[src/rtl/snake_dir_if.sv]
// -----------------------------------------------------------------------------
// snake_dir_if
// Purpose : groups the player/game-side signals of snake_dir_ctrl into one bus.
// Signals :
//   key       [3:0]          raw push-buttons, active low, async to the clock
//   step                     one-cycle pulse, snake advances one cell
//   collide   [NUM_COLL-1:0] collision flags, any bit high restarts the game
//   direction [1:0]          applied direction (bit 1 selects the axis)
//   q_count   [3:0]          number of buffered turns
//   drop                     one-cycle pulse when an accepted press is discarded
// Modports: master drives key/step/collide, slave (the controller) drives
//           direction/q_count/drop.
// -----------------------------------------------------------------------------
interface snake_dir_if #(
    parameter int NUM_COLL = 2
);
    logic [3:0]          key;
    logic                step;
    logic [NUM_COLL-1:0] collide;
    logic [1:0]          direction;
    logic [3:0]          q_count;
    logic                drop;

    modport master (
        output key, step, collide,
        input  direction, q_count, drop
    );

    modport slave (
        input  key, step, collide,
        output direction, q_count, drop
    );
endinterface

[src/rtl/snake_dir_ctrl.sv]
// -----------------------------------------------------------------------------
// snake_dir_ctrl
// Purpose : turns four debounced push-buttons into a queue of snake turns and
//           applies one queued turn per step. Same-axis presses are ignored,
//           a press into a full queue is dropped, a collision resets the
//           direction and flushes the queue.
// Ports   :
//   sys_clk    single system clock
//   sys_rst_n  asynchronous active-low reset
//   bus        snake_dir_if.slave (key, step, collide in; direction,
//              q_count, drop out)
// -----------------------------------------------------------------------------
module snake_dir_ctrl #(
    parameter int         DEB_CYCLES  = 500000,
    parameter int         QUEUE_DEPTH = 2,
    parameter int         NUM_COLL    = 2,
    parameter logic [1:0] INIT_DIR    = 2'd0
) (
    input  logic           sys_clk,
    input  logic           sys_rst_n,
    snake_dir_if.slave     bus
);

    localparam int                 CNT_W    = $clog2(DEB_CYCLES + 1);
    localparam logic [CNT_W-1:0]   CNT_LAST = CNT_W'(DEB_CYCLES - 1);
    localparam int                 PTR_W    = (QUEUE_DEPTH > 1) ? $clog2(QUEUE_DEPTH) : 1;
    localparam logic [PTR_W-1:0]   PTR_LAST = PTR_W'(QUEUE_DEPTH - 1);
    localparam logic [3:0]         DEPTH_Q  = 4'(QUEUE_DEPTH);

    logic [3:0]          r_sync1;
    logic [3:0]          r_key_s;
    logic [3:0]          r_deb;
    logic [3:0]          r_deb_d;
    logic [3:0]          r_press;
    logic [CNT_W-1:0]    r_cnt [4];

    logic [1:0]          r_mem [QUEUE_DEPTH];
    logic [PTR_W-1:0]    r_rd_ptr;
    logic [PTR_W-1:0]    r_wr_ptr;
    logic [3:0]          r_count;
    logic [1:0]          r_dir;
    logic                r_drop;

    logic [NUM_COLL-1:0] w_collide;
    logic                w_coll;
    logic                w_has_press;
    logic [1:0]          w_sel;
    logic [PTR_W-1:0]    w_tail_idx;
    logic [1:0]          w_ref;
    logic                w_valid;
    logic                w_full;
    logic                w_pop;
    logic                w_push;
    logic                w_drop;

    function automatic logic [PTR_W-1:0] ptr_inc(input logic [PTR_W-1:0] p);
        return (p == PTR_LAST) ? '0 : p + PTR_W'(1);
    endfunction

    // Synchroniser, debounce and press-event detection. Reset forces the
    // debounced level high, so a key still held at reset release needs a full
    // new stable window before it can produce an event.
    always_ff @(posedge sys_clk or negedge sys_rst_n) begin
        if (!sys_rst_n) begin
            r_sync1 <= '1;
            r_key_s <= '1;
            r_deb   <= '1;
            r_deb_d <= '1;
            r_press <= '0;
            for (int i = 0; i < 4; i++) begin
                r_cnt[i] <= '0;
            end
        end else begin
            r_sync1 <= bus.key;
            r_key_s <= r_sync1;
            r_deb_d <= r_deb;
            // Falling debounced level, seen one cycle late, is the press event.
            r_press <= r_deb_d & ~r_deb;
            for (int i = 0; i < 4; i++) begin
                if (r_key_s[i] == r_deb[i]) begin
                    r_cnt[i] <= '0;
                end else if (r_cnt[i] == CNT_LAST) begin
                    r_deb[i] <= r_key_s[i];
                    r_cnt[i] <= '0;
                end else begin
                    r_cnt[i] <= r_cnt[i] + CNT_W'(1);
                end
            end
        end
    end

    assign w_collide = bus.collide;

    // Turn arbitration: lowest-index press wins; the check is made against the
    // last queued turn (or the applied direction when nothing is queued), which
    // is always the pre-pop view even when a step pops in the same cycle.
    always_comb begin
        w_sel       = 2'd0;
        w_has_press = |r_press;
        if (r_press[0])      w_sel = 2'd0;
        else if (r_press[1]) w_sel = 2'd1;
        else if (r_press[2]) w_sel = 2'd2;
        else if (r_press[3]) w_sel = 2'd3;

        w_tail_idx = (r_wr_ptr == '0) ? PTR_LAST : r_wr_ptr - PTR_W'(1);
        w_ref      = (r_count != 4'd0) ? r_mem[w_tail_idx] : r_dir;
        w_coll     = |w_collide;
        w_valid    = w_has_press && (w_sel[1] != w_ref[1]);
        w_full     = (r_count == DEPTH_Q);
        w_pop      = !w_coll && bus.step && (r_count != 4'd0);
        // A full queue still accepts the press when a step frees a slot.
        w_push     = !w_coll && w_valid && (!w_full || w_pop);
        w_drop     = !w_coll && w_valid && w_full && !w_pop;
    end

    // Queue control and applied direction; collision beats step beats push.
    always_ff @(posedge sys_clk or negedge sys_rst_n) begin
        if (!sys_rst_n) begin
            r_dir    <= INIT_DIR;
            r_count  <= '0;
            r_rd_ptr <= '0;
            r_wr_ptr <= '0;
            r_drop   <= 1'b0;
        end else begin
            r_drop <= w_drop;
            if (w_coll) begin
                r_dir    <= INIT_DIR;
                r_count  <= '0;
                r_rd_ptr <= '0;
                r_wr_ptr <= '0;
            end else begin
                if (w_pop) begin
                    r_dir    <= r_mem[r_rd_ptr];
                    r_rd_ptr <= ptr_inc(r_rd_ptr);
                end
                if (w_push) begin
                    r_wr_ptr <= ptr_inc(r_wr_ptr);
                end
                if (w_push && !w_pop) begin
                    r_count <= r_count + 4'd1;
                end else if (w_pop && !w_push) begin
                    r_count <= r_count - 4'd1;
                end
            end
        end
    end

    // Queue storage holds data only; validity is tracked by r_count.
    always_ff @(posedge sys_clk) begin
        if (w_push) begin
            r_mem[r_wr_ptr] <= w_sel;
        end
    end

    assign bus.direction = r_dir;
    assign bus.q_count   = r_count;
    assign bus.drop      = r_drop;

endmodule

[src/flat_wrapper.sv]
// flat-port wrapper written by rule: the top's interface ports become plain ports
module snake_dir_ctrl_flat 
#(
    parameter int         DEB_CYCLES  = 500000,
    parameter int         QUEUE_DEPTH = 2,
    parameter int         NUM_COLL    = 2,
    parameter logic [1:0] INIT_DIR    = 2'd0
)
  (sys_clk, sys_rst_n, bus_key, bus_step, bus_collide, bus_direction, bus_q_count, bus_drop);
  snake_dir_if #(.NUM_COLL(NUM_COLL)) bus_i ();
  input  logic sys_clk;
  input  logic sys_rst_n;
  input wire logic [$bits(bus_i.key)-1:0] bus_key;
  input wire logic [$bits(bus_i.step)-1:0] bus_step;
  input wire logic [$bits(bus_i.collide)-1:0] bus_collide;
  output wire logic [$bits(bus_i.direction)-1:0] bus_direction;
  output wire logic [$bits(bus_i.q_count)-1:0] bus_q_count;
  output wire logic [$bits(bus_i.drop)-1:0] bus_drop;
  assign bus_i.key = bus_key;
  assign bus_i.step = bus_step;
  assign bus_i.collide = bus_collide;
  assign bus_direction = bus_i.direction;
  assign bus_q_count = bus_i.q_count;
  assign bus_drop = bus_i.drop;
  snake_dir_ctrl #(.DEB_CYCLES(DEB_CYCLES), .QUEUE_DEPTH(QUEUE_DEPTH), .NUM_COLL(NUM_COLL), .INIT_DIR(INIT_DIR)) u_core (.sys_clk(sys_clk), .sys_rst_n(sys_rst_n), .bus(bus_i));
endmodule
[config.mk]
export PLATFORM = sky130hd
export DESIGN_NAME = snake_dir_ctrl_flat
export DESIGN_NICKNAME = d
export VERILOG_FILES = /design/src/rtl/snake_dir_if.sv /design/src/rtl/snake_dir_ctrl.sv /design/src/flat_wrapper.sv
export SDC_FILE = /design/constraint.sdc
export NUM_CORES = 1
export LEC_CHECK = 0
export BUFFER_PORTS_ARGS = -buffer_cell sky130_fd_sc_hd__clkbuf_2
export CAP_MARGIN = 20
export CORE_ASPECT_RATIO = 0.75
export CORE_MARGIN = 4
export CORE_UTILIZATION = 35
export DETAILED_ROUTE_END_ITERATION = 7
export PLACE_DENSITY = 0.53
export SETUP_SLACK_MARGIN = 0.4
export SKIP_CTS_REPAIR_TIMING = 1
export SYNTH_ARGS = -nofsm -noshare
export SYNTH_HDL_FRONTEND = slang
export SYNTH_SLANG_ARGS = --single-unit
[constraint.sdc]
create_clock -name sys_clk -period 3.22 [get_ports sys_clk]
set_clock_uncertainty 0.05 [all_clocks]
set_input_delay 0.161 -clock sys_clk [delete_from_list [all_inputs] [get_ports sys_clk]]
set_output_delay 0.161 -clock sys_clk [all_outputs]
set_load 0.03 [all_outputs]
==> results.cfg, run 1 <==
[critical_path]
crit_path_start_kind = flop
arrival_ns = 3.17
critPathMaxFanout = 4
reg2regPathDepth = 13
cp-endpoint = u_core.bus.q_count[3]$_DFFE_PN0P_
rr_endpoint = u_core.bus.q_count[3]$_DFFE_PN0P_
worstPathRequired_ns = 3.44
rrSetupSlack_ns = 0.28
cp-end-kind = flop
critPathLaunch = u_core.bus.q_count[1]$_DFFE_PN0P_
rr_startpoint = u_core.bus.q_count[1]$_DFFE_PN0P_
worst-setup-path-type = reg2reg

[status]
outcome = finished, final reports clean

[finish]
n_antenna_cell = 0
area_growth_pct = 14.2
drive_above_1_share = 0.154
nNetsFinal = 525

[clock_tree]
cts_made_buffers = 9
clk_pin_slew_ns = 0.07
cts_htree_levels = 3
cts_root_buffer = clkbuf_16
clockBufferDepth = 2
clkLatencyLatePin_ns = 0.35
tritoncts = yes
clock-sinks = 109

[die]
die_h_um = 111
io_pins = 16
coreArea_um2 = 13800
start_util = 0.360
die_width_um = 146
dieArea_um2 = 16200
rows = 37

[logic_synthesis]
synthMuxAreaShare = 0.0194
synth_area_leaders = dfrtp_1 45%, dfstp_2 8.4%, nor2_1 8.2%
yosysTopAreaCellShare = 0.447
ys.warnings.count = 0
syn_nets = 498
synth_top_family_by_area = simple AND/OR/NAND/NOR gates
synthFlopType = dfrtp_1
synth_compound_gate_area_share = 0.0146
synth-edff-count = 4
syn_avg_cell_area_um2 = 10.4
ys_seq_elements = 109
synth.largest_area_cell = dfrtp_1
synth_cell_type_count = 42
synthArstFlopShare = 0.963
synthXorXnorAreaFrac = 0.134
netlist_instances = 481
synthAdderAreaFrac = 0.0216
synth_area_um2 = 4980
yosys.area_share.simple = 0.226
seq_area_frac_synth = 0.556

[placement]
preCtsSetupSlack_ns = 0.175
dp_hpwl_um = 5770
portBuffers = 15
gp_congestion = 0.771

[sta]
tns_ns = 0
slew_viol_final = 0
slew_headroom = 0.478
period_share = 0.914
holdWs_ns = 0.117
setup_viol = 0
hold_viol = 0
fmaxAchievable_mhz = 340
setup_ws_ns = 0.276
tightest_slew_ns = 0.776
rsz0062_at_grt = true
period_minus_slack_ns = 2.94

[drt]
drt_wl_total_um = 8630
vias = 3229
wire_per_inst_um = 12.5
drt-initial-drc-count = 128
drtAntennaViolNets = 0
vias_per_cell = 4.69
drt_pass1_iterations = 4
route.detailed.drc = 0

[global_route]
grt_max_degree = 56
antenna_found_initial = 0
grt.total_usage = 0.118
grt_remaining_overflow = 0
grt_first_pass_wirelength_um = 15900
grt_pass1_vias = 3392

[power]
p_leak_nw = 2.42
power-per-cell-area_nw_per_um2 = 464
power_mw = 2.64
ir_worst_vdd_uv = 253

[job]
max_cap_viol_count = 0

[min_path]
hold_class = in2reg
[cell usage in the layout, fill, tap and decap left out, types with 3 or more instances in the layout]
cell type and instances:
or2_2 5, nor3_1 11, nor2b_1 6, edfxtp_1 4, clkbuf_16 10, xnor2_1 35, buf_4 8, mux2_2 5
nor2_1 108, dfrtp_1 86, nor4_1 7, dfrtp_2 3, dlygate4sd3_1 5, inv_1 16, mux2i_1 4, nand2_1 27
clkbuf_2 14, xor2_1 40, a21oi_1 3, ha_1 5, nand4_1 16, dfstp_2 16, nand3_1 30, and3_1 9
[cell families (layout without fill, tap and decap cells)]
group           count (synthesis)  in the layout
simple gates                  239            239
compound gates                 12             12
xor+xnor                       76             76
buf+inv                        28             60
flops                         109            109
fa+ha+maj                       8              8
mux                             9              9
[metrics by stage]
stage                     cell area (um2)  cells   util
after CTS                            5570    679  0.402
after detailed placement             5260    663  0.380
after floorplan                      5020    481      -
final                                5680    688  0.411
after global placement               5260    663  0.380
after global routing                 5680    688  0.411
[where the power goes]
part           internal, mW  switching [mW]
combinational        0.0257          0.0564
clock                 0.651           0.494
sequential             1.40          0.0151
[worst min path at each step]
stage | start | endpoint | slack [ns] | cells past startpoint
final | bus_step | u_core.bus.drop$_DFF_PN0_ | 0.12 | 4
after global routing | bus_collide[0] | u_core.bus.drop$_DFF_PN0_ | 0.14 | 4
after CTS | bus_key[2] | u_core.r_sync1[2]$_DFF_PN1_ | -0.17 | 1
after detailed placement | bus_key[0] | u_core.r_sync1[0]$_DFF_PN1_ | 0.20 | 1
after global placement | bus_key[0] | u_core.r_sync1[0]$_DFF_PN1_ | 0.20 | 1
after floorplan | sys_rst_n | u_core.bus.direction[0]$_DFFE_PN0P_ | -0.18 | 0
[area by class of cell]
type | count | area, um2
clock inverters | 5 | 56.3
multi-input cells | 344 | 2140
inverters | 17 | 63.8
clock buffers | 11 | 254
flip-flops and latches | 109 | 2770
well taps | 175 | 219
fillers | 1314 | 8160
repair buffers | 27 | 180
[worst max-delay path, stage by stage, from the launching register on]
cell	delay [ns]
dfrtp_2	0.45
nor4_4	0.33
mux2i_1	0.25
mux2i_1	0.28
nand2_2	0.12
nor2_4	0.11
ha_4	0.16
inv_2	0.05
ha_4	0.20
a21o_1	0.16
a21oi_2	0.18
xnor2_2	0.09
or3_1	0.32
a21oi_2	0.12
[cells in the mapped netlist, types with 5 or more instances]
| cell | instances |
|---|---|
| xnor2_1 | 36 |
| dfrtp_1 | 89 |
| nor2b_1 | 6 |
| a21oi_1 | 5 |
| nand3_1 | 30 |
| ha_1 | 7 |
| dfstp_2 | 16 |
| nand2_1 | 28 |
| inv_1 | 17 |
| xor2_1 | 40 |
| or2_2 | 5 |
| nor2_1 | 109 |
| nor4_1 | 8 |
| mux2_2 | 5 |
| and3_1 | 9 |
| nand4_1 | 16 |
| nor3_1 | 12 |
[sequential cells by signal, summed over array words and instances, names as in the netlist]
| signal | flops |
|---|---|
| u_core.r_mem | 4 |
| u_core.r_key_s | 4 |
| u_core.r_sync1 | 4 |
| u_core.r_press | 4 |
| u_core.r_rd_ptr | 1 |
| u_core.bus.drop | 1 |
| u_core.r_deb | 4 |
| u_core.r_deb_d | 4 |
| u_core.r_cnt | 76 |
| u_core.r_wr_ptr | 1 |
| u_core.bus.direction | 2 |
| u_core.bus.q_count | 4 |
[layer usage]
metal	up-vias	global-route usage	wire length (um)
li1	1637	-	-
met1	1544	0.168	4560
met2	37	0.173	3660
met3	11	0.0347	271
met4	0	0.0380	148
met5	-	0	0
No activity file was read; power rests on OpenSTA's default activity.
==> run 2: changes to the inputs <==
GPL_TIMING_DRIVEN = 0   (was default)
==> results.cfg, run 2 (same netlist as run 1, synthesis figures left out) <==
[status]
outcome = finished, final reports clean

[die]
rows = 37
dieArea_um2 = 16200
die_h_um = 111
start_util = 0.360
die_width_um = 146
coreArea_um2 = 13800
io_pins = 16

[job]
max_cap_viol_count = 0

[power]
combinationalPowerShare = 0.035
p_seq_frac = 0.566
net-switching-power_mw = 0.542
internal-power_mw = 1.95
swShare = 0.217
p_leak_nw = 2.44
power-per-cell-area_nw_per_um2 = 436
clockPowerShare = 0.399
ir_worst_vdd_uv = 257
power_mw = 2.50

[sta]
hold_viol = 0
slew_headroom = 0.444
setup_viol = 0
period_share = 0.931
rsz0062_at_grt = true
tns_ns = 0
period_minus_slack_ns = 3.00
slew_viol_final = 0
tightest_slew_ns = 0.835
fmaxAchievable_mhz = 333

[finish]
nNetsFinal = 538
n_antenna_cell = 0
largest_register_ffs = 76
finalInstanceArea_um2 = 5720
drive_above_1_share = 0.160
mostFrequentLayoutCells = 108 x nor2_1, 86 x dfrtp_1, 40 x xor2_1
largest_register = u_core.r_cnt
layout_commonest_cell = nor2_1
area_growth_pct = 14.9

[critical_path]
worstPathRequired_ns = 3.45
crit_path_start_kind = flop
crit_chain = nor4_4 -> mux2i_1 -> mux2i_1 -> nand2_2 -> nor2_4 -> ha_4 -> inv_2 -> ha_4 -> a21o_1 -> a21oi_2 -> xnor2_1 -> or3_1 -> a21oi_2
worst-setup-path-type = reg2reg
cp_slowest_cell = dfrtp_2
arrival_ns = 3.23
slowest_delay_ns = 0.44
critPathMaxFanout = 4
cp-end-kind = flop

[drt]
drtAntennaViolNets = 0
wire_per_inst_um = 12.7
route.detailed.drc = 0
vias_per_cell = 4.73
drt_wl_total_um = 8870
vias = 3315
drt-initial-drc-count = 161
drt_pass1_iterations = 4

[clock_tree]
clk_pin_slew_ns = 0.07
cts_htree_levels = 3
cts_made_buffers = 9
clockBufferDepth = 2
clock-sinks = 109
clkLatencyLatePin_ns = 0.35
tritoncts = yes
cts_root_buffer = clkbuf_16

[placement]
gp_congestion = 0.745
placed_area_um2 = 5320
dp_hpwl_um = 5780
portBuffers = 15

[min_path]
hold_class = in2reg

[global_route]
grt_max_degree = 106
grt_remaining_overflow = 0
grt_first_pass_wirelength_um = 15300
antenna_found_initial = 0
grt_pass1_vias = 3264
grt.total_usage = 0.114
-- run 2: per-stage QoR --
step	setup slack, ns	util	hold slack (ns)	instances
after floorplan	0.325	-	-0.185	481
after global placement	0.143	0.384	0.199	671
after detailed placement	0.108	0.384	0.200	671
after CTS	0.0784	0.403	-0.178	687
after global routing	0.0847	0.413	0.131	701
final	0.221	0.413	0.0989	701
-- run 2: power groups by stage --
stage               combinational [mW]  sequential [mW]  clock [mW]
finish                          0.0885             1.41       0.995
global route                     0.103             1.41        1.10
CTS                             0.0871             1.41        1.04
detailed placement              0.0865             1.44           0
global placement                0.0839             1.44           0
floorplan                       0.0435             1.43           0
-- run 2: critical path, delay by kind of cell (launching register included) --
kind	cells	cell delay (ns)
buffers and inverters	1	0.05
xor gates and xnor gates	1	0.08
muxes	2	0.62
DFF	1	0.44
AOI/OAI and AO/OA	3	0.42
and+or+nand+nor	4	0.91
adders and majority gates	2	0.36
-- run 2: layout make-up --
type | instances | area [um2]
Multi-Input combinational cell | 344 | 2130
Tap cell | 175 | 219
Inverter | 17 | 63.8
Clock buffer | 14 | 244
Timing Repair Buffer | 29 | 201
Buffer | 11 | 77.6
Fill cell | 1302 | 8120
Sequential cell | 109 | 2770
Clock inverter | 2 | 12.5
-- run 2: layer usage --
metal / GRT usage / wire length (um)
met1: 0.158 / 4650
met2: 0.169 / 3730
met3: 0.0396 / 366
met4: 0.0342 / 126
met5: 0 / 0
-- run 2: final timing paths --
kind	startpoint	to	slack [ns]	depth (start not counted)
max	u_core.bus.q_count[1]$_DFFE_PN0P_	u_core.bus.q_count[3]$_DFFE_PN0P_	0.22	13
min	bus_step	u_core.bus.drop$_DFF_PN0_	0.1	4
max reg2reg	u_core.bus.q_count[1]$_DFFE_PN0P_	u_core.bus.q_count[3]$_DFFE_PN0P_	0.22	13
min reg2reg	u_core.r_sync1[1]$_DFF_PN1_	u_core.r_key_s[1]$_DFF_PN1_	0.31	0
max in group asynchronous	sys_rst_n	u_core.bus.q_count[1]$_DFFE_PN0P_	2.07	2
min in group asynchronous	sys_rst_n	u_core.r_cnt[15]$_DFF_PN0_	0.43	2
